==> src/rtl/vec_pkg.sv <==
// ----------------------------------------------------------------------------
// vec_pkg
// Shared definitions for the scalar-to-vector issue path.
//   OPCODE_VEC / OPCODE_VLOAD / OPCODE_VSTORE : major opcodes of vector ops
//   FUNCT3_CFG                                : funct3 marking vset{i}vl{i}
//   vec_entry_t                               : 96-bit queue entry
//                                               {instr, rs2, rs1}, MSB first
//   helper functions for classifying/decoding the head entry
// ----------------------------------------------------------------------------
package vec_pkg;

    localparam logic [6:0] OPCODE_VEC    = 7'b1010111;
    localparam logic [6:0] OPCODE_VLOAD  = 7'b0000111;
    localparam logic [6:0] OPCODE_VSTORE = 7'b0100111;
    localparam logic [2:0] FUNCT3_CFG    = 3'b111;

    // instr[31:30] selecting vsetvl (vtype taken from rs2)
    localparam logic [1:0] CFG_FMT_VSETVL = 2'b10;

    typedef struct packed {
        logic [31:0] instr;
        logic [31:0] rs2;
        logic [31:0] rs1;
    } vec_entry_t;

    // True for vsetvl / vsetvli / vsetivli.
    function automatic logic is_cfg_op(input logic [6:0] opcode,
                                       input logic [2:0] funct3);
        return (opcode == OPCODE_VEC) && (funct3 == FUNCT3_CFG);
    endfunction

    // SEW field of a config op: vsetvl takes it from rs2[5:3], the immediate
    // forms from instr[25:23]. Reserved codes pass through untouched.
    function automatic logic [2:0] cfg_sew(input logic [1:0] fmt,
                                           input logic [2:0] imm_sew,
                                           input logic [2:0] rs2_sew);
        return (fmt == CFG_FMT_VSETVL) ? rs2_sew : imm_sew;
    endfunction

    // True for vector loads/stores (for downstream decode use).
    function automatic logic is_vec_mem_op(input logic [6:0] opcode);
        return (opcode == OPCODE_VLOAD) || (opcode == OPCODE_VSTORE);
    endfunction

endpackage

==> src/rtl/vec_issue_queue.sv <==
// ----------------------------------------------------------------------------
// vec_issue_queue
// In-order FIFO between the scalar core and the vector decoder. Each entry
// packs the instruction word with its scalar rs2/rs1 operands. Config ops
// (vset*) are absorbed at the head: they update sew_temp and are popped
// without ever being presented to the decoder.
//
// Ports
//   clk               clock, all state on rising edge
//   rst               synchronous active-low reset
//   issue_valid       scalar core offers an entry
//   issue_instr       instruction word
//   issue_rs1         scalar rs1 value
//   issue_rs2         scalar rs2 value
//   issue_ready       queue accepts an entry this cycle
//   flush             discard all queued entries
//   instruction_in    head entry {instr, rs2, rs1}, zero when not valid
//   valid_instruction head entry valid for decoder
//   ready_vector      decoder consumes head this cycle
//   sew_temp          current SEW encoding
//   pending_count     occupied entries
// ----------------------------------------------------------------------------
module vec_issue_queue
    import vec_pkg::*;
#(
    parameter int unsigned INSTRUCTION_BITS  = 32,
    parameter int unsigned SCALAR_DATA_WIDTH = 32,
    parameter int unsigned DATA_FROM_SCALAR  = 96,
    parameter int unsigned DEPTH             = 4
) (
    input  logic                          clk,
    input  logic                          rst,
    input  logic                          issue_valid,
    input  logic [INSTRUCTION_BITS-1:0]   issue_instr,
    input  logic [SCALAR_DATA_WIDTH-1:0]  issue_rs1,
    input  logic [SCALAR_DATA_WIDTH-1:0]  issue_rs2,
    output logic                          issue_ready,
    input  logic                          flush,
    output logic [DATA_FROM_SCALAR-1:0]   instruction_in,
    output logic                          valid_instruction,
    input  logic                          ready_vector,
    output logic [2:0]                    sew_temp,
    output logic [$clog2(DEPTH+1)-1:0]    pending_count
);

    localparam int unsigned PTR_W = $clog2(DEPTH);
    localparam int unsigned CNT_W = $clog2(DEPTH+1);

    // Storage is intentionally not reset; pointers/count define validity.
    logic [DATA_FROM_SCALAR-1:0] mem_q [DEPTH];

    logic [PTR_W-1:0] head_q, head_d;
    logic [PTR_W-1:0] tail_q, tail_d;
    logic [CNT_W-1:0] count_q, count_d;
    logic [2:0]       sew_q, sew_d;

    vec_entry_t push_entry;
    vec_entry_t head_entry;
    logic       not_empty;
    logic       head_cfg;
    logic       push;
    logic       pop;

    // ------------------------------------------------------------------
    // Head decode
    // ------------------------------------------------------------------
    always_comb begin
        push_entry.instr = issue_instr;
        push_entry.rs2   = issue_rs2;
        push_entry.rs1   = issue_rs1;
    end

    assign head_entry = mem_q[head_q];
    assign not_empty  = (count_q != '0);
    assign head_cfg   = not_empty &&
                        is_cfg_op(head_entry.instr[6:0], head_entry.instr[14:12]);

    // ------------------------------------------------------------------
    // Handshakes
    // ------------------------------------------------------------------
    // Depends only on registered count plus rst/flush, never on the
    // same-cycle pop, so a full queue reopens one cycle after draining.
    assign issue_ready       = (count_q < CNT_W'(DEPTH)) && rst && !flush;
    assign valid_instruction = not_empty && !head_cfg;
    assign instruction_in    = valid_instruction ? head_entry : '0;
    assign sew_temp          = sew_q;
    assign pending_count     = count_q;

    assign push = issue_valid && issue_ready;
    // Config ops leave the head unconditionally; ready_vector is only
    // honoured for entries actually presented.
    assign pop  = (valid_instruction && ready_vector) || head_cfg;

    // ------------------------------------------------------------------
    // Next state
    // ------------------------------------------------------------------
    always_comb begin
        head_d  = head_q;
        tail_d  = tail_q;
        count_d = count_q;
        sew_d   = sew_q;

        if (flush) begin
            // Flush wins over same-cycle push/pop; a config op sitting at
            // the head is discarded without touching sew.
            head_d  = '0;
            tail_d  = '0;
            count_d = '0;
        end else begin
            if (push) begin
                tail_d = tail_q + PTR_W'(1);
            end
            if (pop) begin
                head_d = head_q + PTR_W'(1);
            end
            if (head_cfg) begin
                sew_d = cfg_sew(head_entry.instr[31:30],
                                head_entry.instr[25:23],
                                head_entry.rs2[5:3]);
            end
            unique case ({push, pop})
                2'b10:   count_d = count_q + CNT_W'(1);
                2'b01:   count_d = count_q - CNT_W'(1);
                default: count_d = count_q;
            endcase
        end
    end

    // ------------------------------------------------------------------
    // State registers
    // ------------------------------------------------------------------
    always_ff @(posedge clk) begin
        if (!rst) begin
            head_q  <= '0;
            tail_q  <= '0;
            count_q <= '0;
            sew_q   <= '0;
        end else begin
            head_q  <= head_d;
            tail_q  <= tail_d;
            count_q <= count_d;
            sew_q   <= sew_d;
        end
    end

    // push is already gated by rst and flush through issue_ready.
    always_ff @(posedge clk) begin
        if (push) begin
            mem_q[tail_q] <= push_entry;
        end
    end

endmodule

==> config.mk <==
export PLATFORM = sky130hd
export DESIGN_NAME = vec_issue_queue
export DESIGN_NICKNAME = d
export VERILOG_FILES = /design/src/rtl/vec_pkg.sv /design/src/rtl/vec_issue_queue.sv
export SDC_FILE = /design/constraint.sdc
export NUM_CORES = 1
export LEC_CHECK = 0
export ABC_AREA = 0
export ABC_CLOCK_PERIOD_IN_PS = 3700
export BUFFER_PORTS_ARGS = -buffer_cell sky130_fd_sc_hd__buf_2
export CORE_MARGIN = 2
export CORE_UTILIZATION = 52
export DETAILED_ROUTE_END_ITERATION = 8
export PLACE_DENSITY = 0.76
export SLEW_MARGIN = 25
export SYNTH_ARGS = -nofsm -noshare
export SYNTH_HDL_FRONTEND = slang
export SYNTH_SLANG_ARGS = --single-unit
==> constraint.sdc <==
create_clock -name clk -period 3.7 [get_ports clk]
set_input_delay 0.74 -clock clk [delete_from_list [all_inputs] [get_ports clk]]
set_output_delay 0.74 -clock clk [all_outputs]
set_load 0.1 [all_outputs]
### Word level (Yosys, flattened, before mapping)

Memory sizes are Yosys's and may differ from the RTL's. A register that Yosys moved wholly into a read port is not among the register bits.
Cells that the tools add are included.

| word-level totals | value |
|---|---|
| bits in writable memories | 384 |
| logic and storage cells | 38 |
| input port bits | 101 |
| flip-flop bits (word level) | 10 |
| memories kept | 1 |
| output and inout bits | 104 |

| operators by class | value |
|---|---|
| reduce and logical (&&, ||, !) cells | 14 |
| $add $sub $neg | 4 |
| bitwise operators | 2 |
| eq/ne operators | 5 |
| magnitude comparators | 1 |
| muxes and demuxes | 7 |

Memory list:

| name | words | width | read ports | clocked after Yosys merged registers in | wr ports | RTL line | source |
|---|---|---|---|---|---|---|---|
| mem_q | 4 | 96 | 1 | 1 | 1 | vec_issue_queue.sv:50 | `logic [DATA_FROM_SCALAR-1:0] mem_q [DEPTH];` |

Operators with widths:

| operator | count |
|---|---|
| $mux W96 | 1 |
| $eq A7 B7 Y1 const B | 1 |
| $logic_and A1 B1 Y1 | 7 |
| $pmux W3 S2 | 1 |
| $add A2 B1 Y2 const B | 2 |
| $eq A2 B2 Y1 const B | 2 |
| $mux W2 | 2 |
| $add A3 B1 Y3 const B | 1 |
| $eq A3 B3 Y1 const B | 1 |
| $lt A3 B3 Y1 const B | 1 |
| $mux W3 | 1 |
| $reduce_bool A3 Y1 | 1 |
| $sub A3 B1 Y3 const B | 1 |
| $eq A2 B1 Y1 const B | 1 |
| $logic_not A1 Y1 | 2 |
| $mux W1 | 2 |
| $not A1 Y1 | 2 |
| $reduce_and A2 Y1 | 1 |
| $reduce_bool A2 Y1 | 1 |
| $reduce_or A2 Y1 | 1 |
| $logic_or A1 B1 Y1 | 1 |

### Logic depth before layout (Yosys ltp)

| depth | value |
|---|---|
| depth in word-level cells | 9 |
| gate-level depth with buffers | 12 |

### Worst setup path before layout

No wires, ideal clock.

| path | value |
|---|---|
| path type | input-to-reg |
| from | input port flush |
| to | memory mem_q[0][0], enable pin |
| data required time | 3.234 ns |
| arrival time | 4.852 ns |
| path buffers | 1 |
| path slack | -1.618 ns |
| stages on the path | 4 |
| cell sequence | nand2b_1 clkbuf_1 nor2_1 and3_1 |

| between the ends | value |
|---|---|
| cells in the longest elaborated chain, start to end | 5 |

RTL lines:

| element | RTL line | source |
|---|---|---|
| start: declaration | vec_issue_queue.sv:38 | `input logic flush,` |
| $logic_not A1 Y1 | vec_issue_queue.sv:83 | `assign issue_ready = (count_q < CNT_W'(DEPTH)) && rst && !flush;` |
| $logic_and A1 B1 Y1 | vec_issue_queue.sv:83 |  |
| via issue_ready | vec_issue_queue.sv:37 | `output logic issue_ready,` |
| $logic_and A1 B1 Y1 | vec_issue_queue.sv:89 | `assign push = issue_valid && issue_ready;` |
| $mux W1 | vec_issue_queue.sv:148 | `if (push) begin` |
| $mux W1 (not written as such) | vec_issue_queue.sv:149 | `mem_q[tail_q] <= push_entry;` |
| end: declaration | vec_issue_queue.sv:50 |  |

The timed path passes the listed nets, and every way through them passes these cells.

==> run summary <==
Among all flip-flop cells after synthesis, the most frequent one is sky130_fd_sc_hd__edfxtp_1. The number of warning messages in the yosys log came out at 0. The most common library cell in the layout ignoring fill and taps is sky130_fd_sc_hd__edfxtp_1. The DRC marker count from the first detailed-route iteration came out at 770. Using the TritonRoute via totals, the vias-per-cell ratio works out to 5.807. The max-slew headroom at the worst pin came out at 56.34%. The transition time at the pin with the least slew margin is 0.6549 ns. The flow ran to the end, and the final reports show no timing, DRC or antenna violations. The clock group share of total power is 41.1%. The final non-filler cell area is 18410 um2. TritonCTS built the clock tree. The minimum period implied by the final worst setup slack is 3.617 ns. The worst-path maximum fanout came out at 12.

Counting every sink on the clock net gives 396. Detailed routing placed a total of 15460 um of wire on met2. At the end of the flow, the number of nets in the layout was 1037. The synthesized area divided by synthesized cell count came out at 21.76 um2.

The highest attainable clock frequency came out at 276.5 MHz. The number of max-cap violations is 0. The maximum buffer depth of the clock tree is 3. The routed wire length is 32240 um. The async set-reset flop share out of synthesis came out at 0%. The total CTS buffers is 39. The highest layer used for signal routing is met4. The area growth from synthesis to final layout came out at 21.52%. The via count of the first global-routing pass is 7975. The number of hold buffers added after cts came out at 0. The path class of the tightest hold or removal check is in2reg.

Power spread over the standard cell area amounts to 499.4 nW/um2. The mean routed wirelength per cell is 23.90 um. The peak supply drop came out at 368.5 uV. The critical path is of the reg2out type. The share of the cycle needed by the critical path after routing is 97.76%. The clock network latency to the later pin of the worst-skew pair is 0.52 ns. The number of cells in the design after placement came out at 1257. The area of the multi-input gates is 3277 um2. The count of antenna-violating nets left after detailed routing is 0. Data on the critical path arrives at its endpoint at 2.88 ns.

The level count of the clock H-tree came out at 2. The end-of-flow core utilization came out at 64.14%. The congestion estimate from routability-driven global placement came to 0.7247. The effective utilization at floorplan is 52.78%.

The HPWL after detailed placement is 17610 um. The mapped netlist covers 15150 um2. The die outline width came out at 174.7 um. Once layout is complete, the cells apart from fillers number 1349.

The sequential share of power came out at 54.0%. The part of the Yosys area used for sequential elements is 77.71%. The total grt overflow came out at 0. The max-slew violation total from the final report came out at 0. The sequential cell area is 11780 um2.

The routed via count came out at 7834. STA classifies the critical path endpoint as an output pin. The net switching power figure is 1.906 mW. Internal power comes to 7.287 mW. The tightest hold path in the finished design has a slack of 0.4359 ns. The total die area came out at 30510 um2. The first global-routing pass estimated 48400 um of wire. The overall global routing resource usage is 21.31%. The number of enable flip-flop cells after synthesis is 384. The length of routed met3 wiring is 3045 um. The count of cell types in the netlist came out at 30. The top-level port count is 205. The core region area is 28700 um2. In this run the cell area measured after placement is 16870 um2.

Setup violations remaining at the end of the flow were counted as 0. The share of final-layout standard cells stronger than drive strength 1 is 41.81%. In this run the tool buffered the top-level ports with 204 buffer cells. The library cells used most frequently in the layout, excluding fill and tap cells, are 384 x sky130_fd_sc_hd__edfxtp_1, 151 x sky130_fd_sc_hd__buf_2, 96 x sky130_fd_sc_hd__mux4_2, 94 x sky130_fd_sc_hd__and3_1, 42 x sky130_fd_sc_hd__clkbuf_4.

The layout has 1947 filler cells. The post-synthesis net count came out at 803. The final-layout setup total negative slack is 0 ns.

At the worst endpoint, the required time is 2.96 ns. The largest net degree at the start of global routing came out at 54. The number of DRC violations after detailed routing came out at 0. In the synthesized netlist, the number of instances is 696. The clock slew seen by the registers of the worst setup and hold paths came out at 0.06 ns. In this run the core area contains 62 standard-cell rows. Synthesis inferred 396 register bits. The portion of total power attributed to combinational logic came out at 4.9%. The number of hold violations in the final report came out at 0. The die outline height came out at 174.7 um. The worst setup path is launched from a flop. Of the total power, the share spent switching nets is 20.73%. For this design the static power due to leakage is 6.534 nW. The first detailed-routing pass took 5 iterations. After detailed routing, the wire length on met1 is 13350 um. For the final database, setup skew stands at 0.01453 ns.

The number of antenna violations at the first check in global routing was 5. CTS placed an instance of sky130_fd_sc_hd__clkbuf_16 at the clock tree root.
cells in the mapped netlist (2+ instances only):
master	count	area share, %
sky130_fd_sc_hd__a21oi_1	5	0.17
sky130_fd_sc_hd__and2_1	4	0.17
sky130_fd_sc_hd__and3_1	98	4.0
sky130_fd_sc_hd__buf_2	11	0.36
sky130_fd_sc_hd__clkbuf_1	30	0.74
sky130_fd_sc_hd__dfxtp_1	12	1.6
sky130_fd_sc_hd__edfxtp_1	384	76
sky130_fd_sc_hd__ha_1	5	0.41
sky130_fd_sc_hd__inv_1	7	0.17
sky130_fd_sc_hd__mux2_2	3	0.22
sky130_fd_sc_hd__mux2i_1	3	0.20
sky130_fd_sc_hd__mux4_2	96	14
sky130_fd_sc_hd__nand2_1	8	0.20
sky130_fd_sc_hd__nand4_1	2	0.083
sky130_fd_sc_hd__nor2_1	6	0.15
sky130_fd_sc_hd__o21ai_0	3	0.099
sky130_fd_sc_hd__or3_1	5	0.21
sky130_fd_sc_hd__xor2_1	2	0.12
registers in the layout (all words and copies together), names as in the netlist, named ones only:
name,count
head_q,2
sew_temp,3
mem_q,384
pending_count,3
tail_q,2
layer usage:
| layer | vias to the layer above | global-route usage, % |
|---|---|---|
| met1 | 4036 | 30.96 |
| li1 | 3393 | - |
| met2 | 373 | 33.63 |
| met4 | 0 | 4.549 |
| met3 | 32 | 5.026 |
| met5 | - | 0 |
worst paths after layout:
check	cells after the start	start	to	slack, ns
setup reg to reg	10	flop	pending_count[2]	0.62
setup / recovery	7	flop	instruction_in[11]	0.08
hold / removal	1	issue_rs1[22]	mem_q[0][22]	0.44
hold reg to reg	2	sew_temp[1]	sew_temp[1]	0.47
power by group through the flow:
| stage | Sequential (mW) | Clock (mW) | Combinational, mW |
|---|---|---|---|
| floorplan | 5.07 | 0 | 0.271 |
| global placement | 5.06 | 0 | 0.426 |
| detailed placement | 5.06 | 0 | 0.435 |
| CTS | 4.97 | 3.86 | 0.443 |
| global route | 4.97 | 4.04 | 0.471 |
| finish | 4.97 | 3.78 | 0.447 |
through the flow:
stage,setup slack (ns),power [mW]
3_3_place_gp,0.2110,5.485
5_1_grt,-0.008120,9.475
3_5_place_dp,0.1502,5.497
2_1_floorplan,-0.03927,5.336
6_report,0.08303,9.193
4_1_cts,0.02651,9.264
kinds of logic after synthesis:
group	share of synthesized area, %
AO/OA/AOI/OAI	0.3717
AND/OR/NAND/NOR	5.080
multiplexers	14.69
XOR/XNOR	0.1735
flip-flops	77.71
adder cells (fa/ha/maj)	0.5451
buffers and inverters	1.429
final cells by class:
type                    instances  share of cell area [%]
diodes                          6                 0.08156
clock buffers                  48                   5.600
clock inverters                22                   1.094
inverters                       7                  0.1427
multi-input cells             257                   17.80
flip-flops and latches        396                   63.98
well taps                     384                   2.610
repair buffers                229                   8.686
worst max-delay path, cell delays in order, from the launching register on:
cell and delay (ns):
sky130_fd_sc_hd__dfxtp_4 0.40, sky130_fd_sc_hd__buf_12 0.15, sky130_fd_sc_hd__mux4_2 0.53, sky130_fd_sc_hd__nand4_1 0.13
sky130_fd_sc_hd__buf_4 0.20, sky130_fd_sc_hd__or3_4 0.31, sky130_fd_sc_hd__and3_1 0.21, sky130_fd_sc_hd__buf_2 0.43
what timing repair did:
item	CTS	global route
endpoints found under the setup margin	95	50
pin swaps	6	1
buffers inserted	8	0
gates cloned	7	1
resized for setup	10	43
(Power assumes the default switching activity.)
